<file path="config.mk">
export PLATFORM = sky130hd
export DESIGN_NAME = ecc_rf_sequencer_flat
export DESIGN_NICKNAME = d
export VERILOG_FILES = /design/src/rtl/ecc_rf_pkg.sv /design/src/rtl/ecc_rf_sequencer_if.sv /design/src/rtl/operand_gather_256.sv /design/src/rtl/ecc_rf_sequencer.sv /design/src/flat_wrapper.sv
export SDC_FILE = /design/constraint.sdc
export NUM_CORES = 2
export LEC_CHECK = 0
export ABC_AREA = 1
export BUFFER_PORTS_ARGS = -buffer_cell sky130_fd_sc_hd__buf_2
export CAP_MARGIN = 20
export CORE_AREA = 2 2 561 563
export DETAILED_ROUTE_END_ITERATION = 16
export DIE_AREA = 0 0 563 565
export PLACE_DENSITY = 0.4
export SLEW_MARGIN = 0
export SYNTH_ARGS = -nofsm -noshare
export SYNTH_HDL_FRONTEND = slang
export SYNTH_SLANG_ARGS = --single-unit
</file>
<file path="constraint.sdc">
create_clock -name Clk -period 7.65 [get_ports Clk]
set_input_delay 0.765 -clock Clk [delete_from_list [all_inputs] [get_ports Clk]]
set_output_delay 0.765 -clock Clk [all_outputs]
set_load 0.01 [all_outputs]
</file>
<file path="src/rtl/ecc_rf_pkg.sv">
// Shared types and constants for the ECC register-file sequencer.
// Register map: key 0-7, X 8-15, Y 16-23, START 30, DONE 31.
package ecc_rf_pkg;
  localparam int WORDS = 8;

  localparam logic [4:0] KEY_BASE   = 5'd0;
  localparam logic [4:0] X_BASE     = 5'd8;
  localparam logic [4:0] Y_BASE     = 5'd16;
  localparam logic [4:0] START_ADDR = 5'd30;
  localparam logic [4:0] DONE_ADDR  = 5'd31;

  localparam logic [4:0] LOAD_LAST  = 5'(3 * WORDS - 1);
  localparam logic [4:0] STORE_LAST = 5'(2 * WORDS - 1);

  localparam logic [31:0] DONE_OK      = 32'h1;
  localparam logic [31:0] DONE_TIMEOUT = 32'h2;

  typedef enum logic [2:0] {
    IDLE, CLRDONE, LOAD, LAUNCH, WAIT, STORE, FLAG, CLEAR
  } state_e;

  function automatic logic [31:0] word_of(input logic [255:0] v, input logic [2:0] i);
    word_of = v[32*i +: 32];
  endfunction
endpackage

</file>
<file path="src/rtl/ecc_rf_sequencer_if.sv">
// Avalon-MM host port of the ECC register file: zero-latency when idle,
// held off with avl_waitrequest while the sequencer owns the register port.
interface ecc_rf_sequencer_if;
  logic        avl_read;
  logic        avl_write;
  logic [4:0]  avl_addr;
  logic [31:0] avl_writedata;
  logic [3:0]  avl_byte_en;
  logic [31:0] avl_readdata;
  logic        avl_waitrequest;

  modport master (
    output avl_read, avl_write, avl_addr, avl_writedata, avl_byte_en,
    input  avl_readdata, avl_waitrequest
  );

  modport slave (
    input  avl_read, avl_write, avl_addr, avl_writedata, avl_byte_en,
    output avl_readdata, avl_waitrequest
  );
endinterface

</file>
<file path="src/rtl/operand_gather_256.sv">
// Scatters 32-bit words (index 0-23) into key/X/Y 256-bit operand registers.
// One-cycle write latency; no backpressure, a word is taken whenever word_we is high.
module operand_gather_256
  import ecc_rf_pkg::*;
(
  input  logic         clk,
  input  logic         rst_n,
  input  logic         word_we,
  input  logic [4:0]   word_idx,
  input  logic [31:0]  word_dat,
  output logic [255:0] key_q,
  output logic [255:0] px_q,
  output logic [255:0] py_q
);
  logic [255:0] key_d, px_d, py_d;

  always_comb begin
    key_d = key_q;
    px_d  = px_q;
    py_d  = py_q;
    if (word_we) begin
      // Bases are multiples of WORDS, so the low index bits select the slice
      if (word_idx < X_BASE)      key_d[32*word_idx[2:0] +: 32] = word_dat;
      else if (word_idx < Y_BASE) px_d[32*word_idx[2:0] +: 32]  = word_dat;
      else                        py_d[32*word_idx[2:0] +: 32]  = word_dat;
    end
  end

  always_ff @(posedge clk or negedge rst_n) begin
    if (!rst_n) begin
      key_q <= '0;
      px_q  <= '0;
      py_q  <= '0;
    end else begin
      key_q <= key_d;
      px_q  <= px_d;
      py_q  <= py_d;
    end
  end
endmodule

</file>
<file path="src/rtl/ecc_rf_sequencer.sv">
// Arbitrates the ECC regfile port and runs load/launch/store on START; START->DONE = 45 cycles + core time.
// Host is zero-latency in IDLE/WAIT, else stalled via avl_waitrequest; ECC_RF_TIMEOUT_EN adds a WAIT watchdog.
module ecc_rf_sequencer
  import ecc_rf_pkg::*;
#(
  parameter int unsigned TIMEOUT_CYCLES = 1000000
)
(
  input  logic               Clk,
  input  logic               Reset_n,
  ecc_rf_sequencer_if.slave  avl,
  output logic [4:0]         rf_addr,
  output logic               rf_load,
  output logic [31:0]        rf_write_data,
  output logic [3:0]         rf_byte_en,
  input  logic [31:0]        rf_data_out,
  output logic               core_start,
  output logic [255:0]       core_key,
  output logic [255:0]       core_px,
  output logic [255:0]       core_py,
  input  logic               core_done,
  input  logic [255:0]       core_rx,
  input  logic [255:0]       core_ry
);
  state_e       state_q, state_d;
  logic [4:0]   idx_q, idx_d;
  logic [255:0] rx_q, rx_d, ry_q, ry_d;
  logic         timed_out_q, timed_out_d;
  logic         core_start_q, core_start_d;
  logic         host_owns, start_hit;
`ifdef ECC_RF_TIMEOUT_EN
  logic [31:0]  wait_cnt_q, wait_cnt_d;
`endif

  assign host_owns  = (state_q == IDLE) || (state_q == WAIT);
  assign start_hit  = avl.avl_write && (avl.avl_addr == START_ADDR) &&
                      avl.avl_byte_en[0] && avl.avl_writedata[0];
  assign core_start = core_start_q;

  always_comb begin
    state_d      = state_q;
    idx_d        = idx_q;
    rx_d         = rx_q;
    ry_d         = ry_q;
    timed_out_d  = timed_out_q;
    core_start_d = 1'b0;
`ifdef ECC_RF_TIMEOUT_EN
    wait_cnt_d   = wait_cnt_q;
`endif
    case (state_q)
      IDLE: begin
        if (start_hit) begin
          state_d     = CLRDONE;
          timed_out_d = 1'b0;
        end
      end
      CLRDONE: begin
        state_d = LOAD;
        idx_d   = '0;
      end
      LOAD: begin
        if (idx_q == LOAD_LAST) begin
          state_d      = LAUNCH;
          core_start_d = 1'b1;
        end else begin
          idx_d = idx_q + 5'd1;
        end
      end
      LAUNCH: begin
        state_d = WAIT;
`ifdef ECC_RF_TIMEOUT_EN
        wait_cnt_d = '0;
`endif
      end
      WAIT: begin
        if (core_done) begin
          rx_d    = core_rx;
          ry_d    = core_ry;
          idx_d   = '0;
          state_d = STORE;
        end
`ifdef ECC_RF_TIMEOUT_EN
        else if (wait_cnt_q == TIMEOUT_CYCLES - 1) begin
          timed_out_d = 1'b1;
          state_d     = FLAG;
        end else begin
          wait_cnt_d = wait_cnt_q + 32'd1;
        end
`endif
      end
      STORE: begin
        if (idx_q == STORE_LAST) state_d = FLAG;
        else                     idx_d   = idx_q + 5'd1;
      end
      FLAG:    state_d = CLEAR;
      CLEAR:   state_d = IDLE;
      default: state_d = IDLE;
    endcase
  end

  always_comb begin
    avl.avl_readdata    = rf_data_out;
    avl.avl_waitrequest = host_owns ? 1'b0 : (avl.avl_read | avl.avl_write);
    rf_addr       = '0;
    rf_load       = 1'b0;
    rf_write_data = '0;
    rf_byte_en    = 4'b0000;
    case (state_q)
      IDLE, WAIT: begin
        rf_addr       = avl.avl_addr;
        rf_load       = avl.avl_write;
        rf_write_data = avl.avl_writedata;
        rf_byte_en    = avl.avl_byte_en;
      end
      CLRDONE: begin
        rf_addr    = DONE_ADDR;
        rf_load    = 1'b1;
        rf_byte_en = 4'b1111;
      end
      LOAD: rf_addr = KEY_BASE + idx_q;
      STORE: begin
        // Indices 0-7 carry rx into X, 8-15 carry ry into Y
        rf_addr       = X_BASE + idx_q;
        rf_load       = 1'b1;
        rf_byte_en    = 4'b1111;
        rf_write_data = idx_q[3] ? word_of(ry_q, idx_q[2:0]) : word_of(rx_q, idx_q[2:0]);
      end
      FLAG: begin
        rf_addr       = DONE_ADDR;
        rf_load       = 1'b1;
        rf_byte_en    = 4'b1111;
        rf_write_data = timed_out_q ? DONE_TIMEOUT : DONE_OK;
      end
      CLEAR: begin
        rf_addr    = START_ADDR;
        rf_load    = 1'b1;
        rf_byte_en = 4'b1111;
      end
      default: ;
    endcase
  end

  operand_gather_256 u_gather (
    .clk      (Clk),
    .rst_n    (Reset_n),
    .word_we  (state_q == LOAD),
    .word_idx (idx_q),
    .word_dat (rf_data_out),
    .key_q    (core_key),
    .px_q     (core_px),
    .py_q     (core_py)
  );

  always_ff @(posedge Clk or negedge Reset_n) begin
    if (!Reset_n) begin
      state_q      <= IDLE;
      idx_q        <= '0;
      rx_q         <= '0;
      ry_q         <= '0;
      timed_out_q  <= 1'b0;
      core_start_q <= 1'b0;
`ifdef ECC_RF_TIMEOUT_EN
      wait_cnt_q   <= '0;
`endif
    end else begin
      state_q      <= state_d;
      idx_q        <= idx_d;
      rx_q         <= rx_d;
      ry_q         <= ry_d;
      timed_out_q  <= timed_out_d;
      core_start_q <= core_start_d;
`ifdef ECC_RF_TIMEOUT_EN
      wait_cnt_q   <= wait_cnt_d;
`endif
    end
  end
endmodule

</file>
<file path="src/flat_wrapper.sv">
// flat-port wrapper written by rule: the top's interface ports become plain ports
module ecc_rf_sequencer_flat import ecc_rf_pkg::*;
#(
  parameter int unsigned TIMEOUT_CYCLES = 1000000
)
  (Clk, Reset_n, rf_addr, rf_load, rf_write_data, rf_byte_en, rf_data_out, core_start, core_key, core_px, core_py, core_done, core_rx, core_ry, avl_avl_read, avl_avl_write, avl_avl_addr, avl_avl_writedata, avl_avl_byte_en, avl_avl_readdata, avl_avl_waitrequest);
  ecc_rf_sequencer_if avl_i ();
  input  logic Clk;
  input  logic Reset_n;
  output logic [4:0] rf_addr;
  output logic rf_load;
  output logic [31:0] rf_write_data;
  output logic [3:0] rf_byte_en;
  input  logic [31:0] rf_data_out;
  output logic core_start;
  output logic [255:0] core_key;
  output logic [255:0] core_px;
  output logic [255:0] core_py;
  input  logic core_done;
  input  logic [255:0] core_rx;
  input  logic [255:0] core_ry;
  input wire logic [$bits(avl_i.avl_read)-1:0] avl_avl_read;
  input wire logic [$bits(avl_i.avl_write)-1:0] avl_avl_write;
  input wire logic [$bits(avl_i.avl_addr)-1:0] avl_avl_addr;
  input wire logic [$bits(avl_i.avl_writedata)-1:0] avl_avl_writedata;
  input wire logic [$bits(avl_i.avl_byte_en)-1:0] avl_avl_byte_en;
  output wire logic [$bits(avl_i.avl_readdata)-1:0] avl_avl_readdata;
  output wire logic [$bits(avl_i.avl_waitrequest)-1:0] avl_avl_waitrequest;
  assign avl_i.avl_read = avl_avl_read;
  assign avl_i.avl_write = avl_avl_write;
  assign avl_i.avl_addr = avl_avl_addr;
  assign avl_i.avl_writedata = avl_avl_writedata;
  assign avl_i.avl_byte_en = avl_avl_byte_en;
  assign avl_avl_readdata = avl_i.avl_readdata;
  assign avl_avl_waitrequest = avl_i.avl_waitrequest;
  ecc_rf_sequencer #(.TIMEOUT_CYCLES(TIMEOUT_CYCLES)) u_core (.Clk(Clk), .Reset_n(Reset_n), .avl(avl_i), .rf_addr(rf_addr), .rf_load(rf_load), .rf_write_data(rf_write_data), .rf_byte_en(rf_byte_en), .rf_data_out(rf_data_out), .core_start(core_start), .core_key(core_key), .core_px(core_px), .core_py(core_py), .core_done(core_done), .core_rx(core_rx), .core_ry(core_ry));
endmodule
</file>
Word-level counts from Yosys, hierarchy flattened
Index checks and enable logic that the tools add are counted.
- RAM bits: 0
- logic and storage cells: 71
- latch bits: 0
- input bits: 590
- output and inout port bits: 844
- memories kept: 0
- flip-flop bits (word level): 1289
- ROM bits: 0
- reductions and logical operators: 15
- bitwise operators: 3
- eq/ne operators: 16
- add/subtract/negate cells: 3
- mux-type cells: 20
- magnitude comparators: 2
- shift operators: 4
- div/mod/pow operators: 0
- $mul: 0
- operator list (cell ; count):
    $bwmux W256 ; 3
    $shiftx A256 B9 Y32 ; 2
    $shift A32 B34 Y256 const A ; 1
    $shiftx A32 B34 Y256 ; 1
    $pmux W32 S3 ; 1
    $neg A8 Y34 ; 1
    $mux W32 ; 1
    $pmux W5 S5 ; 1
    $pmux W3 S8 ; 1
    $pmux W5 S4 ; 1
    $mux W5 ; 3
    $eq A3 B3 Y1 const B ; 4
    $mux W3 ; 4
    $eq A5 B5 Y1 const B ; 2
    $pmux W4 S2 ; 1
    $reduce_and A4 Y1 ; 2
    $eq A3 B2 Y1 const B ; 2
    $ne A2 B1 Y1 const B ; 3
    $ne A2 B2 Y1 const B ; 3
    $reduce_and A3 Y1 ; 2
    $add A4 B5 Y5 const A ; 1
    $add A5 B1 Y5 const B ; 1
    $eq A5 B4 Y1 const B ; 1
    $lt A5 B4 Y1 const B ; 1
    other kinds (13) ; 20

Longest topological paths before layout
- word-level depth: 6
- mapped depth: 15
- depth with buffers taken out: 11

Modules after synthesis
Synthesis repeated with hierarchy kept, for this count alone.
- cells, all modules: 6702
- area total of the unflattened synthesis: 56279.0 µm²
- by module, submodules not included (module ; instances ; cells each ; area each (µm²) ; seq. area each (µm²)):
    operand_gather_256 ; 1 ; 3156 ; 29925.0 ; 19218.4
    ecc_rf_sequencer ; 1 ; 3546 ; 26354.0 ; 13037.5

Worst setup path before layout
Ideal clock, no wire load.
- path kind: reg-to-reg
- start point: register u_core.idx_q[0]
- end point: register u_core.u_gather.px_q[10]
- cell stages (with the launch flop): 12
- path buffers: 4
- required time: 7.517 ns
- library setup time: 0.133 ns
- setup slack: 4.832 ns
- period minus slack after synthesis: 2.818 ns
- data arrival time: 2.685 ns
- path through: dfrtp_1 > buf_2 > inv_2 > clkbuf_1 > clkbuf_1 > ha_1 > ha_1 > inv_1 > nand3_1 > nor3_2 > clkbuf_1 > a21oi_1
- word-level cells in the longest chain between the ends: 3
- elaborated cells between the ends (all ways): 8
- those cells by class: add/sub: 1; order compare: 2; shift: 2; mux: 1; bitwise: 1; reduce/logical: 1
- RTL lines (item ; line ; text):
    start, declared ; ecc_rf_sequencer.sv:26 ; logic [4:0] idx_q, idx_d;
    start signal, assigned ; ecc_rf_sequencer.sv:167 ; idx_q <= idx_d;
    $neg A8 Y34 / $lt A5 B4 Y1 (equally long branches) ; operand_gather_256.sv:24, operand_gather_256.sv:23 ;
    $shiftx A32 B34 Y256, or another cell as far along ; operand_gather_256.sv:24 ; else if (word_idx < Y_BASE) px_d[32*word_idx[2:0] +: 32] = word_dat;
    $bwmux W256 / $reduce_and A3 Y1 (equally long branches) ; - ;
    end signal, assigned ; operand_gather_256.sv:36 ; px_q <= px_d;
    end, declared ; operand_gather_256.sv:12 ; output logic [255:0] px_q,
Several ways; a longest one is shown, not always the timed one.
A chain may end at the register's enable or synchronous reset.

Worst setup path after layout
- start point: register u_core.idx_q[3]
- end point: output port rf_write_data[0]
- word-level cells in the longest chain between the ends: 2
- RTL lines (item ; line ; text):
    $mux W32 ; ecc_rf_sequencer.sv:126 ; rf_write_data = idx_q[3] ? word_of(ry_q, idx_q[2:0]) : word_of(rx_q, idx_q[2:0]);
    $pmux W32 S3 ; ecc_rf_sequencer.sv:108 ; case (state_q)
    end, declared ; flat_wrapper.sv:12 ; output logic [31:0] rf_write_data;
Every way passes these cells.

==> flow_metrics.env <==
export IMPL_status="completed"
export IMPL_seqPwrFrac=0.364
export IMPL_power_switching_mw=10.62
export IMPL_drv_slew=0
export IMPL_clock_latency_ns=0.84
export IMPL_io_pin_count=1434
export IMPL_ir_drop_mv=0.1505
export IMPL_yosys_cell_types_count=28
export IMPL_h_tree_depth=4
export IMPL_setup_viol_count_final=0
export IMPL_synth_nets=6823
export IMPL_netlist_area_um2=53690
export IMPL_grt_pass1_vias=47750
export IMPL_drtAntennaViolNets=0
export IMPL_clockBufferDepth=4
export IMPL_synth_common_cells="nand2_1, dfrtp_1, o21ai_0, nor2_1, inv_1"
export IMPL_crit_required_ns=6.88
export IMPL_min_period_over_period=0.6739
export IMPL_grt_max_degree=196
export IMPL_ys_seq_area_frac=0.6008
export IMPL_hold_violations=0
export IMPL_cts_tree="built"
export IMPL_maxCapViolations=0
export IMPL_synth_edff_count=0
export IMPL_tightest_slew_ns=1.155
export IMPL_max_freq_ghz=0.1940
export IMPL_fin_crit_ns=5.156
export IMPL_overflow=0
export IMPL_vias_per_cell=4.132
export IMPL_p_clk_frac=0.295
export IMPL_drt_iter0_markers=4186
export IMPL_hold_path_class="input pin to flop"
export IMPL_drt_pass1_iterations=5
export IMPL_core_um2=311400
export IMPL_p_per_area_nw_per_um2=374.6
export IMPL_antenna_found_initial=113
export IMPL_cts_setup_buffers=0
export IMPL_fin_total_pwr_mw=26.46
export IMPL_finalClockSkew_ns=0.05551
export IMPL_routedWlPerCell_um=25.82
export IMPL_port_buffer_count=1433
export IMPL_cts_buffers=163
export IMPL_routabilityCongestion=0.8568
export IMPL_die_width_um=563
export IMPL_cts_sinks=1289
export IMPL_hpwl_um=235500
export IMPL_cts_root_buf="clkbuf_16"
export IMPL_setup_tns_ns=0
export IMPL_fp_row_count=205
export IMPL_yosys_area_top_type_share=0.6008
export IMPL_syn_avg_cell_area_um2=8.622
export IMPL_critPathLaunchType="flop"
export IMPL_ys_flop_type="dfrtp_1"
export IMPL_endpoint_kind="primary output"
export IMPL_remaining_drc_errors=0
export IMPL_drt_total_wl_um=305200
export IMPL_comb_power_share=0.341
export IMPL_fin_nets=8086
export IMPL_synth_seq_cells=1289
export IMPL_syn_to_final_growth_pct=31.55
export IMPL_clk_pin_slew_ns=0.06
export IMPL_cp_max_fo=62
export IMPL_async_reset_ff_frac=1.000
export IMPL_synth_top_area_cell="dfrtp_1"
export IMPL_yosysWarnings=0
export IMPL_drive_gt1_frac=0.2460
export IMPL_num_vias=48840
export IMPL_die_area_um2=318100
export IMPL_synth_most_common_cell="nand2_1"
export IMPL_p_leak_nw=35.37
export IMPL_chipHeight_um=565
export IMPL_grtUsageTotal=0.1843
export IMPL_slew_limit_headroom=0.2291
export IMPL_p_int_mw=15.84
export IMPL_switching_share=0.4013
export IMPL_start_util=0.1724
export IMPL_syn_inst=6227
export IMPL_grt_setup_unrepaired="false"
export IMPL_synth_top_cells_by_area="dfrtp_1, nand2_1, o21ai_0, nor2_1, a21oi_1"
export IMPL_grt_pass1_wl_um=406800
export IMPL_crit_type="flop to primary output"
export IMPL_arrival_ns=4.39
-- registers in the layout, summed over array words and instances, names as in the netlist --
| name | count |
|---|---|
| u_core.core_start | 1 |
| u_core.u_gather.py_q | 256 |
| u_core.u_gather.key_q | 256 |
| u_core.ry_q | 256 |
| u_core.u_gather.px_q | 256 |
| u_core.rx_q | 256 |
| u_core.idx_q | 5 |
| u_core.state_q | 3 |
-- layer usage --
layer / vias up / track usage / part of all wire
met2: 1911 / 0.3164 / 0.49
met5: - / 0 / 0.0010
met4: 48 / 0.07615 / 0.046
li1: 22330 / - / -
met1: 24110 / 0.2223 / 0.40
met3: 439 / 0.04025 / 0.065
-- area by class of cell --
cell class                 count  area, um2
sequential                  1289      32270
clock buffer                 235       4659
timing repair buffer        1517       7945
fill                       34880     240800
inverter                     588       2222
multi-input combinational   3931      17560
antenna                       64      160.2
clock inverter                54      630.6
tap                         4140       5180
-- cells in the final DEF, fill, tap and decap left out, types with 4 or more instances in the layout --
cell type / count
nor2_1: 654
clkbuf_16: 163
buf_12: 11
clkinv_2: 22
nand2_1: 1511
ha_1: 4
clkbuf_1: 41
o21ai_1: 7
clkbuf_8: 31
inv_2: 9
inv_6: 9
nand3_1: 366
a21oi_1: 482
nand2_2: 17
diode_2: 64
buf_4: 73
o21ai_0: 738
inv_1: 574
dfrtp_1: 1285
nor3_1: 66
mux2_2: 64
nand4_1: 4
clkinvlp_4: 6
bufinv_16: 8
buf_2: 1432
-- worst max-delay path, stage by stage, from the launching register on --
cell and delay, ns:
dfrtp_4 0.80, buf_4 0.53, buf_4 0.75, nand2_1 0.12, nand3_1 0.13, nand3_1 0.10
nand2_1 0.16, nand2_1 0.15, nand3_1 0.26, nand2_1 0.25, buf_2 0.22
-- power groups by stage --
stage | clock network (mW) | registers, mW | logic, mW
after floorplan | 0 | 9.82 | 4.27
after global placement | 0 | 9.69 | 9.13
after detailed placement | 0 | 9.74 | 9.23
after CTS | 8.02 | 9.63 | 9.25
after global routing | 8.26 | 9.83 | 9.91
final | 7.79 | 9.64 | 9.02
-- cell families (layout without fill, tap and decap cells) --
| family | Yosys count | count (layout) | share of synthesized area |
|---|---|---|---|
| buffers and inverters | 1007 | 2394 | 0.07371 |
| adders and majority gates | 6 | 6 | 0.001398 |
| AOI/OAI and AO/OA | 1233 | 1233 | 0.1152 |
| muxes | 64 | 64 | 0.01342 |
| DFF | 1289 | 1289 | 0.6008 |
| other | 0 | 64 | 0 |
| and+or+nand+nor | 2628 | 2628 | 0.1954 |
-- metrics by stage --
stage | instance area (um2) | hold slack (ns) | utilization | instances | worst slack [ns]
2_1_floorplan | 53690 | 0.4694 | - | 6227 | 4.832
3_3_place_gp | 65170 | 0.4605 | 0.2093 | 11460 | 3.086
3_5_place_dp | 65170 | 0.4675 | 0.2093 | 11460 | 3.133
4_1_cts | 70470 | 0.07343 | 0.2263 | 11750 | 2.182
5_1_grt | 70530 | 0.1178 | 0.2265 | 11780 | 2.185
6_report | 70630 | 0.1780 | 0.2268 | 11820 | 2.494
-- what timing repair did --
action / 4_1_cts / 5_1_grt
gates resized for setup: 0 / 0
hold buffers: 1 / 0
hold endpoints to repair: 8 / 0
-- path summary, 6_finish.rpt --
kind,from,end,slack [ns],depth (start not counted)
setup / recovery,u_core.idx_q[3]$_DFFE_PN0P_,rf_write_data[0],2.49,10
hold / removal,core_rx[95],u_core.rx_q[95]$_DFFE_PN0P_,0.18,2
setup reg to reg,u_core.idx_q[2]$_DFFE_PN0P_,u_core.u_gather.key_q[58]$_DFFE_PN0P_,3.46,10
hold reg to reg,u_core.u_gather.py_q[211]$_DFFE_PN0P_,u_core.u_gather.py_q[211]$_DFFE_PN0P_,0.48,2
max in group asynchronous,Reset_n,u_core.ry_q[176]$_DFFE_PN0P_,5.02,4
min in group asynchronous,Reset_n,u_core.u_gather.py_q[69]$_DFFE_PN0P_,0.66,2
(Power assumes the default switching activity.)
